==> src/rtl/ax_level_controller.sv <==
// rtl/ax_level_controller.sv - windowed error-rate governor driving the AXLEVEL hardware write port
module ax_level_controller #(
  parameter int AX_LEVEL_WIDTH  = 3,
  parameter int DATA_WIDTH      = 32,
  parameter int ERR_NUM_WIDTH   = 2,
  parameter int WINDOW_LOG2     = 10,
  parameter int COOLDOWN_CYCLES = 64
) (
  input  logic                      clk,
  input  logic                      rst,
  input  logic [DATA_WIDTH-1:0]     axThreshold,
  input  logic [AX_LEVEL_WIDTH-1:0] axLevel,
  input  logic [ERR_NUM_WIDTH-1:0]  errorNum,
  input  logic                      swAxLevelWrite,
  output logic                      axLevelEn,
  output logic [AX_LEVEL_WIDTH-1:0] axLevelData
);

  localparam int COOL_W = $clog2(COOLDOWN_CYCLES + 1);
  localparam logic [AX_LEVEL_WIDTH-1:0] LEVEL_MAX = '1;

  typedef enum logic [1:0] {IDLE, COUNT, DECIDE, COOLDOWN} state_t;

  state_t                    state, state_n;
  logic [WINDOW_LOG2-1:0]    cycle_cnt, cycle_cnt_n;
  logic [DATA_WIDTH-1:0]     err_cnt, err_cnt_n;
  logic [COOL_W-1:0]         cool_cnt, cool_cnt_n;
  logic                      en_reg, en_n;
  logic [AX_LEVEL_WIDTH-1:0] data_reg, data_n;
  logic [DATA_WIDTH:0]       err_sum;

  always_ff @(posedge clk or posedge rst) begin
    if (rst) begin
      state     <= IDLE;
      cycle_cnt <= '0;
      err_cnt   <= '0;
      cool_cnt  <= '0;
      en_reg    <= 1'b0;
      data_reg  <= '0;
    end else begin
      state     <= state_n;
      cycle_cnt <= cycle_cnt_n;
      err_cnt   <= err_cnt_n;
      cool_cnt  <= cool_cnt_n;
      en_reg    <= en_n;
      data_reg  <= data_n;
    end
  end

  always_comb begin
    state_n     = state;
    cycle_cnt_n = cycle_cnt;
    err_cnt_n   = err_cnt;
    cool_cnt_n  = cool_cnt;
    // The strobe is a single-cycle pulse, so it defaults low every cycle.
    en_n        = 1'b0;
    data_n      = data_reg;
    err_sum     = {1'b0, err_cnt} + (DATA_WIDTH+1)'(errorNum);

    if (state != IDLE && axThreshold == '0) begin
      state_n     = IDLE;
      cycle_cnt_n = '0;
      err_cnt_n   = '0;
      cool_cnt_n  = '0;
    end else begin
      case (state)
        IDLE: begin
          if (axThreshold != '0) begin
            state_n     = COUNT;
            cycle_cnt_n = '0;
            err_cnt_n   = '0;
          end
        end
        COUNT: begin
          if (swAxLevelWrite) begin
            cycle_cnt_n = '0;
            err_cnt_n   = '0;
          end else begin
            cycle_cnt_n = cycle_cnt + WINDOW_LOG2'(1);
            err_cnt_n   = err_sum[DATA_WIDTH] ? '1 : err_sum[DATA_WIDTH-1:0];
            if (&cycle_cnt) state_n = DECIDE;
          end
        end
        DECIDE: begin
          cycle_cnt_n = '0;
          err_cnt_n   = '0;
          if (swAxLevelWrite) begin
            state_n = COUNT;
          end else if (err_cnt > axThreshold && axLevel != '0) begin
            en_n       = 1'b1;
            data_n     = axLevel - AX_LEVEL_WIDTH'(1);
            state_n    = COOLDOWN;
            cool_cnt_n = COOL_W'(COOLDOWN_CYCLES);
          end else if (err_cnt < (axThreshold >> 1) && axLevel != LEVEL_MAX) begin
            en_n       = 1'b1;
            data_n     = axLevel + AX_LEVEL_WIDTH'(1);
            state_n    = COOLDOWN;
            cool_cnt_n = COOL_W'(COOLDOWN_CYCLES);
          end else begin
            state_n = COUNT;
          end
        end
        COOLDOWN: begin
          if (cool_cnt == COOL_W'(1)) begin
            state_n     = COUNT;
            cool_cnt_n  = '0;
            cycle_cnt_n = '0;
            err_cnt_n   = '0;
          end else begin
            cool_cnt_n = cool_cnt - COOL_W'(1);
          end
        end
        default: state_n = IDLE;
      endcase
    end
  end

  // A software write in the same cycle always wins over the hardware strobe.
  assign axLevelEn   = en_reg & ~swAxLevelWrite;
  assign axLevelData = data_reg;

endmodule

==> config.mk <==
export PLATFORM = sky130hd
export DESIGN_NAME = ax_level_controller
export DESIGN_NICKNAME = d
export VERILOG_FILES = /design/src/rtl/ax_level_controller.sv
export SDC_FILE = /design/constraint.sdc
export NUM_CORES = 1
export LEC_CHECK = 0
export BUFFER_PORTS_ARGS = -buffer_cell sky130_fd_sc_hd__buf_2
export CAP_MARGIN = 20
export CORE_ASPECT_RATIO = 2
export CORE_MARGIN = 5
export CORE_UTILIZATION = 50
export CTS_BUF_LIST = sky130_fd_sc_hd__clkbuf_2
export DETAILED_ROUTE_END_ITERATION = 10
export PLACE_DENSITY = 0.74
export REMOVE_ABC_BUFFERS = 1
export SLEW_MARGIN = 25
export SYNTH_ARGS = -nofsm -noshare
export SYNTH_HDL_FRONTEND = slang
export SYNTH_SLANG_ARGS = --single-unit
==> constraint.sdc <==
create_clock -name clk -period 5.8 [get_ports clk]
set_clock_uncertainty 0.1 [all_clocks]
set_input_delay 0.29 -clock clk [delete_from_list [all_inputs] [get_ports clk]]
set_output_delay 0.29 -clock clk [all_outputs]
set_load 0.02 [all_outputs]
==> results by group, run 1 <==
Status
  – Status: completed

Timing
  – Worst-margin pin slew: 985 ps
  – Final Hold Fails: 0
  – RSZ-0062 raised after global routing: no
  – Max-slew headroom at the worst pin: 34.1%
  – Final Max Tran Viols: 0
  – Final Setup Violations: 0
  – Hold_ws: 102 ps
  – Part of the cycle the worst path needs: 58.6%
  – Final min period: 3400 ps
  – F_max: 294 MHz
  – TNS Setup: 0 ps

Pwr
  – Pwr Total: 702 uW
  – Power Density: 138 mW/mm^2
  – Pleak: 2.53 nW
  – VDD IR max: 0.0000809 V

Finish
  – Multi-input logic area: 0.00310 mm^2
  – Share of cells above drive strength 1: 11.5%
  – Storage element area: 0.00138 mm^2
  – Area grow syn2layout: 7.86%
  – Most frequent cells in the layout: ha_1, nand2_1, a21oi_1
  – Biggest register: err_cnt
  – Filler cell count: 880
  – Final layout net count: 740
  – Layout Utilization: 54.7%
  – Top flop regs: err_cnt: 32 flops, cycle_cnt: 10 flops, cool_cnt: 7 flops
  – Commonest non-fill, non-tap cell in the layout: ha_1
  – Max reg flops: 32

GRT
  – Global Route Usage Sum: 23.3%
  – Total grt overflow: 0
  – Largest net degree at the start of global routing: 56
  – First-pass GRT wire length: 21400 um
  – Vias in the first global route: 4549
  – Initial antenna violation count: 1

Floorplan
  – Initial Util: 50.7%
  – Die H: 148 um
  – Die width: 78.8 um
  – Core Region: 0.00932 mm^2
  – DIE AREA: 0.0116 mm^2
  – Row cnt: 50
  – IO Count: 44

Synth
  – Yosys top cell area share: 29.1%
  – Primary FF master, synth: dfrtp_1
  – Sequential area share after synthesis: 29.1%
  – Number of enable flip-flop cells after synthesis: 0
  – Synth warn: 0
  – Synthesized cell area: 0.00473 mm^2
  – Avg Cell Area, Syn: 8.07 um^2
  – Seq cells post-synth: 55
  – Post-synthesis cell type count: 55
  – Cell taking the most area after synthesis: dfrtp_1
  – Largest cells by area after synthesis: dfrtp_1, ha_1, a21oi_1
  – Syn Inst Count: 586
  – Ys async rst share: 100%

Worst setup path
  – Largest delay contributor family on the critical path: simple AND/OR/NAND/NOR gates
  – Crit path required time: 6110 ps
  – Crit-path slowest cell: dfrtp_1
  – Worst EP arrival: 3700 ps
  – Crit-path cells: ha_1 -> nand4_1 -> nor4_1 -> or3b_1 -> a31oi_2 -> or2_2 -> fa_1 -> xnor2_1 -> or3_1 -> a31oi_1
  – CP Capture Type: flip-flop
  – CP max stage delay: 590 ps
  – Setup crit start kind: flip-flop
  – CP Buf/Inv Count: 0
  – Maximum net fanout on the critical path: 8
  – Setup CP Type: reg2reg

Clock tree
  – H-Tree Depth: 2
  – Buffer type at the clock tree root: clkbuf_2
  – Sink Count: 55
  – TritonCTS clock tree: done
  – Worst-skew pair later-pin latency: 480 ps
  – Clock-pin transition on the worst setup and hold timing paths: 300 ps
  – CTS max path bufs: 2
  – PostCTS Resize Cnt: 0
  – Clock buffer count from CTS: 5

Detailed routing
  – Routed length on met3: 400 um
  – Pre-antenna DRT Iters: 5
  – Final wirelength: 13300 um
  – Vias: 4635
  – DR WL/cell: 18.1 um
  – DRC Markers: 0
  – Met2 wire length: 7420 um
  – WL met1: 4550 um
  – Detailed Route Iter0 Violations: 255
  – Highest routed layer: met4
  – ANT nets after route: 0
  – Vias/cell: 6.32

Placed design
  – Global placer's final weighted congestion: 0.923
  – Buffers on Ports: 43
  – Detailed placement HPWL: 10600 um

Job
  – Max-cap violation count: 0

Hold path
  – Min-Delay Path Class: in2reg
final timing paths:
path	from	endpoint	slack (ps)	cells after the start
setup / recovery	err_cnt[7]	axLevelData[2]	2400	10
hold / removal	axLevel[2]	axLevelData[2]	100	4
setup reg to reg	err_cnt[7]	axLevelData[2]	2400	10
hold reg to reg	cycle_cnt[9]	cycle_cnt[9]	400	1
max in group asynchronous	rst	err_cnt[14]	4700	4
min in group asynchronous	rst	cycle_cnt[3]	380	4
routing by layer:
| layer | global-route usage (%) | vias up |
|---|---|---|
| met2 | 45.1 | 118 |
| met1 | 22.3 | 2220 |
| met5 | 0 | - |
| met4 | 14.1 | 0 |
| met3 | 2.93 | 53 |
| li1 | - | 2244 |
cell usage after synthesis, drive strengths merged (2+ instances only):
master and n:
ha 71, a21oi 65, nand2 63, dfrtp 55, o21ai 52, inv 51
nor2 42, nand3 26, a31oi 21, nand4 14, nor3 14, nor4 12
and3 11, clkbuf 9, o22a 8, a211oi 6, or3 6, a41oi 5
buf 5, o211ai 5, a21o 4, o31ai 4, a31o 3, nand4b 3
o21a 3, a2bb2oi 2, fa 2, nand3b 2, nor2b 2, o2bb2ai 2
or2 2
final cells by class:
cell class                      instances  area share, %
Inverter                               51           3.75
Multi-Input combinational cell        466           60.8
Antenna cell                            1         0.0491
Clock buffer                            6          0.589
Clock inverter                          2          0.245
Sequential cell                        55           27.0
Tap cell                              104           2.55
Timing Repair Buffer                   48           5.06
cells by family after synthesis:
group	synth area share [%]
muxes	0.238
xor gates and xnor gates	0.185
adders and majority gates	19.6
buffers and inverters	5.40
AOI/OAI and AO/OA	24.1
and+or+nand+nor	21.3
DFF	29.1
worst reg2reg max path, delay by kind of cell (launching register included):
family,cells,cell delay [ps]
adders and majority gates,2,760
DFF,1,590
AOI/OAI and AO/OA,2,250
and+or+nand+nor,5,1450
xor gates and xnor gates,1,160
through the flow:
stage / area, um^2 / setup WS (ps) / cells
6_report: 5100 / 2400 / 733
5_1_grt: 5100 / 2200 / 733
4_1_cts: 5100 / 2440 / 732
3_5_place_dp: 5030 / 2540 / 722
3_3_place_gp: 5030 / 2580 / 722
2_1_floorplan: 4660 / 3010 / 572
report_power, final:
part	total (mW)	internal, mW	switching, mW
sequential	0.408	0.396	0.0124
clock	0.156	0.0306	0.125
combinational	0.138	0.0548	0.0831
repair_timing:
item / 4_1_cts / 5_1_grt
buffers inserted: 0 / 0
endpoints found under the hold margin: 56 / 0
hold buffers: 2 / 0
Power figures use the tool's default switching activity.
==> run 2: changes to the inputs <==
PLACE_DENSITY = 0.77   (was 0.74)
clock period = 3 ns   (was 5.8 ns; I/O delays follow)
==> results by group, run 2 (synthesis gave the netlist of run 1 again) <==
Status
  – Status: finished with violations
  – Failing checks: hold timing, setup timing

Timing
  – Final Max Tran Viols: 0 (unchanged)
  – Max-slew headroom at the worst pin: 54.4% (+20 points)
  – Final Setup Violations: 1 (+1)
  – Hold_ws: -15.1 ps (-117 ps)
  – Final min period: 3010 ps (-387 ps)
  – Final Hold Fails: 6 (+6)
  – F_max: 332 MHz (+13%)
  – Part of the cycle the worst path needs: 100% (+42 points)
  – Setup ws final: -9.80 ps (-2410 ps)
  – RSZ-0062 raised after global routing: yes
  – Worst-margin pin slew: 684 ps (-301 ps)

Clock tree
  – TritonCTS clock tree: done
  – Worst-skew pair later-pin latency: 530 ps (+50 ps)
  – Sink Count: 55 (unchanged)
  – Clock buffer count from CTS: 5 (unchanged)
  – CTS max path bufs: 2 (unchanged)
  – H-Tree Depth: 2 (unchanged)
  – Buffer type at the clock tree root: clkbuf_2
  – Clock-pin transition on the worst setup and hold timing paths: 360 ps (+60 ps)

Finish
  – Filler cell count: 798 (-9.3%)
  – Biggest register: err_cnt
  – Fin area: 0.00565 mm^2 (+11%)
  – Share of cells above drive strength 1: 19.9% (+8.4 points)
  – Area grow syn2layout: 19.6%
  – Max reg flops: 32 (unchanged)
  – Storage element area: 0.00138 mm^2 (unchanged)
  – Most frequent cells in the layout: ha_1, nand2_1, a21oi_1
  – Commonest non-fill, non-tap cell in the layout: ha_1
  – Final layout net count: 795 (+7.4%)
  – Top flop regs: err_cnt: 32 flops, cycle_cnt: 10 flops, cool_cnt: 7 flops
  – Layout Utilization: 60.6% (+5.9 points)
  – Multi-input logic area: 0.00321 mm^2 (+3.6%)
  – Final non-filler cell total: 788 (+7.5%)

Worst setup path
  – Crit-path cells: ha_1 -> nand4_1 -> buf_4 -> buf_4 -> or3_1 -> a21o_1 -> a31oi_4 -> or2_4 -> fa_1 -> xnor2_1 -> or3_1 -> a31oi_1
  – Crit path required time: 3370 ps (-2740 ps)
  – Setup CP Type: reg2reg
  – Largest delay contributor family on the critical path: simple AND/OR/NAND/NOR gates
  – CP Capture Type: flip-flop
  – CP max stage delay: 520 ps (-70 ps)
  – Maximum net fanout on the critical path: 3 (-5)
  – Worst EP arrival: 3380 ps (-320 ps)
  – CP Buf/Inv Count: 2 (+2)
  – Crit-path slowest cell: dfrtp_1
  – Setup crit start kind: flip-flop

Pwr
  – VDD IR max: 0.000324 V (+300%)
  – Pleak: 2.84 nW (+12%)
  – Pwr Total: 1.45 mW (+110%)
  – Power Density: 257 mW/mm^2 (+86%)

Job
  – Max-cap violation count: 0 (unchanged)

GRT
  – First-pass GRT wire length: 23900 um (+12%)
  – Largest net degree at the start of global routing: 39 (-30%)
  – Vias in the first global route: 5139 (+13%)
  – Total grt overflow: 0 (unchanged)
  – Global Route Usage Sum: 26.7% (+3.4 points)
  – Initial antenna violation count: 1 (unchanged)

Placed design
  – Detailed placement HPWL: 12200 um (+16%)
  – Post-DP Area: 0.00542 mm^2 (+7.7%)
  – Global placer's final weighted congestion: 0.967 (+4.8%)
  – DP Cell Count: 772 (+6.9%)
  – Buffers on Ports: 43 (unchanged)

Hold path
  – Min-Delay Path Class: in2async

Floorplan
  – Core Region: 0.00932 mm^2 (unchanged)
  – DIE AREA: 0.0116 mm^2 (unchanged)
  – Initial Util: 50.7% (unchanged)
  – IO Count: 44 (unchanged)
  – Row cnt: 50 (unchanged)
  – Die H: 148 um (unchanged)
  – Die width: 78.8 um (unchanged)

Detailed routing
  – Vias/cell: 6.33 (about the same)
  – Detailed Route Iter0 Violations: 428 (+68%)
  – DR WL/cell: 19.5 um (+8.0%)
  – Vias: 4987 (+7.6%)
  – Final wirelength: 15400 um (+16%)
  – Pre-antenna DRT Iters: 5 (unchanged)
  – ANT nets after route: 0 (unchanged)
  – DRC Markers: 0 (unchanged)
[run 2: final timing paths]
| check | start | to | slack [ps] | cells past startpoint |
|---|---|---|---|---|
| min | rst | err_cnt[20] | -20 | 3 |
| min reg2reg | cycle_cnt[9] | cycle_cnt[9] | 410 | 1 |
| max in group asynchronous | rst | err_cnt[28] | 1870 | 4 |
| min in group clk | errorNum[0] | err_cnt[0] | 40 | 4 |
| max | err_cnt[12] | axLevelData[2] | -10 | 12 |
| max reg2reg | err_cnt[12] | axLevelData[2] | -10 | 12 |
[run 2: tightest hold or removal path, delay by kind of cell]
kind / cells / cell delay [ps]
buffers and inverters: 3 / 970
[run 2: timing repair]
item / 4_1_cts / 5_1_grt
setup buffers: 2 / 0
gates resized for setup: 3 / 14
hold endpoints to repair: 22 / 0
hold buffers: 5 / 0
setup endpoints to repair: 1 / 19
pin swaps: 4 / 4
[run 2: final cells by class]
type                            instances  area share [%]
Multi-Input combinational cell        466            56.8
Sequential cell                        55            24.3
Timing Repair Buffer                  103            12.2
Inverter                               51            3.39
Tap cell                              104            2.30
Clock inverter                          3           0.509
Clock buffer                            5           0.443
Antenna cell                            1          0.0443
[run 2: power breakdown]
group | switching (mW) | internal [mW]
sequential | 0.0157 | 0.766
clock | 0.286 | 0.0685
combinational | 0.188 | 0.127
total | 0.489 | 0.961
[run 2: stage by stage]
step,setup slack [ps],TNS [ps]
final,-9.80,-9.80
after CTS,27.0,0
after detailed placement,-49.8,-49.8
after floorplan,206,0
after global routing,-158,-336
after global placement,-7.93,-7.93
[run 2: per-layer routing]
metal	wire length [um]	up-vias	global-route usage [%]	share of wire, %
li1	-	2364	-	-
met1	4890	2333	22.8	32
met2	8120	200	49.5	53
met3	568	90	3.35	3.7
met4	1810	0	27.1	12
met5	0	-	0	0
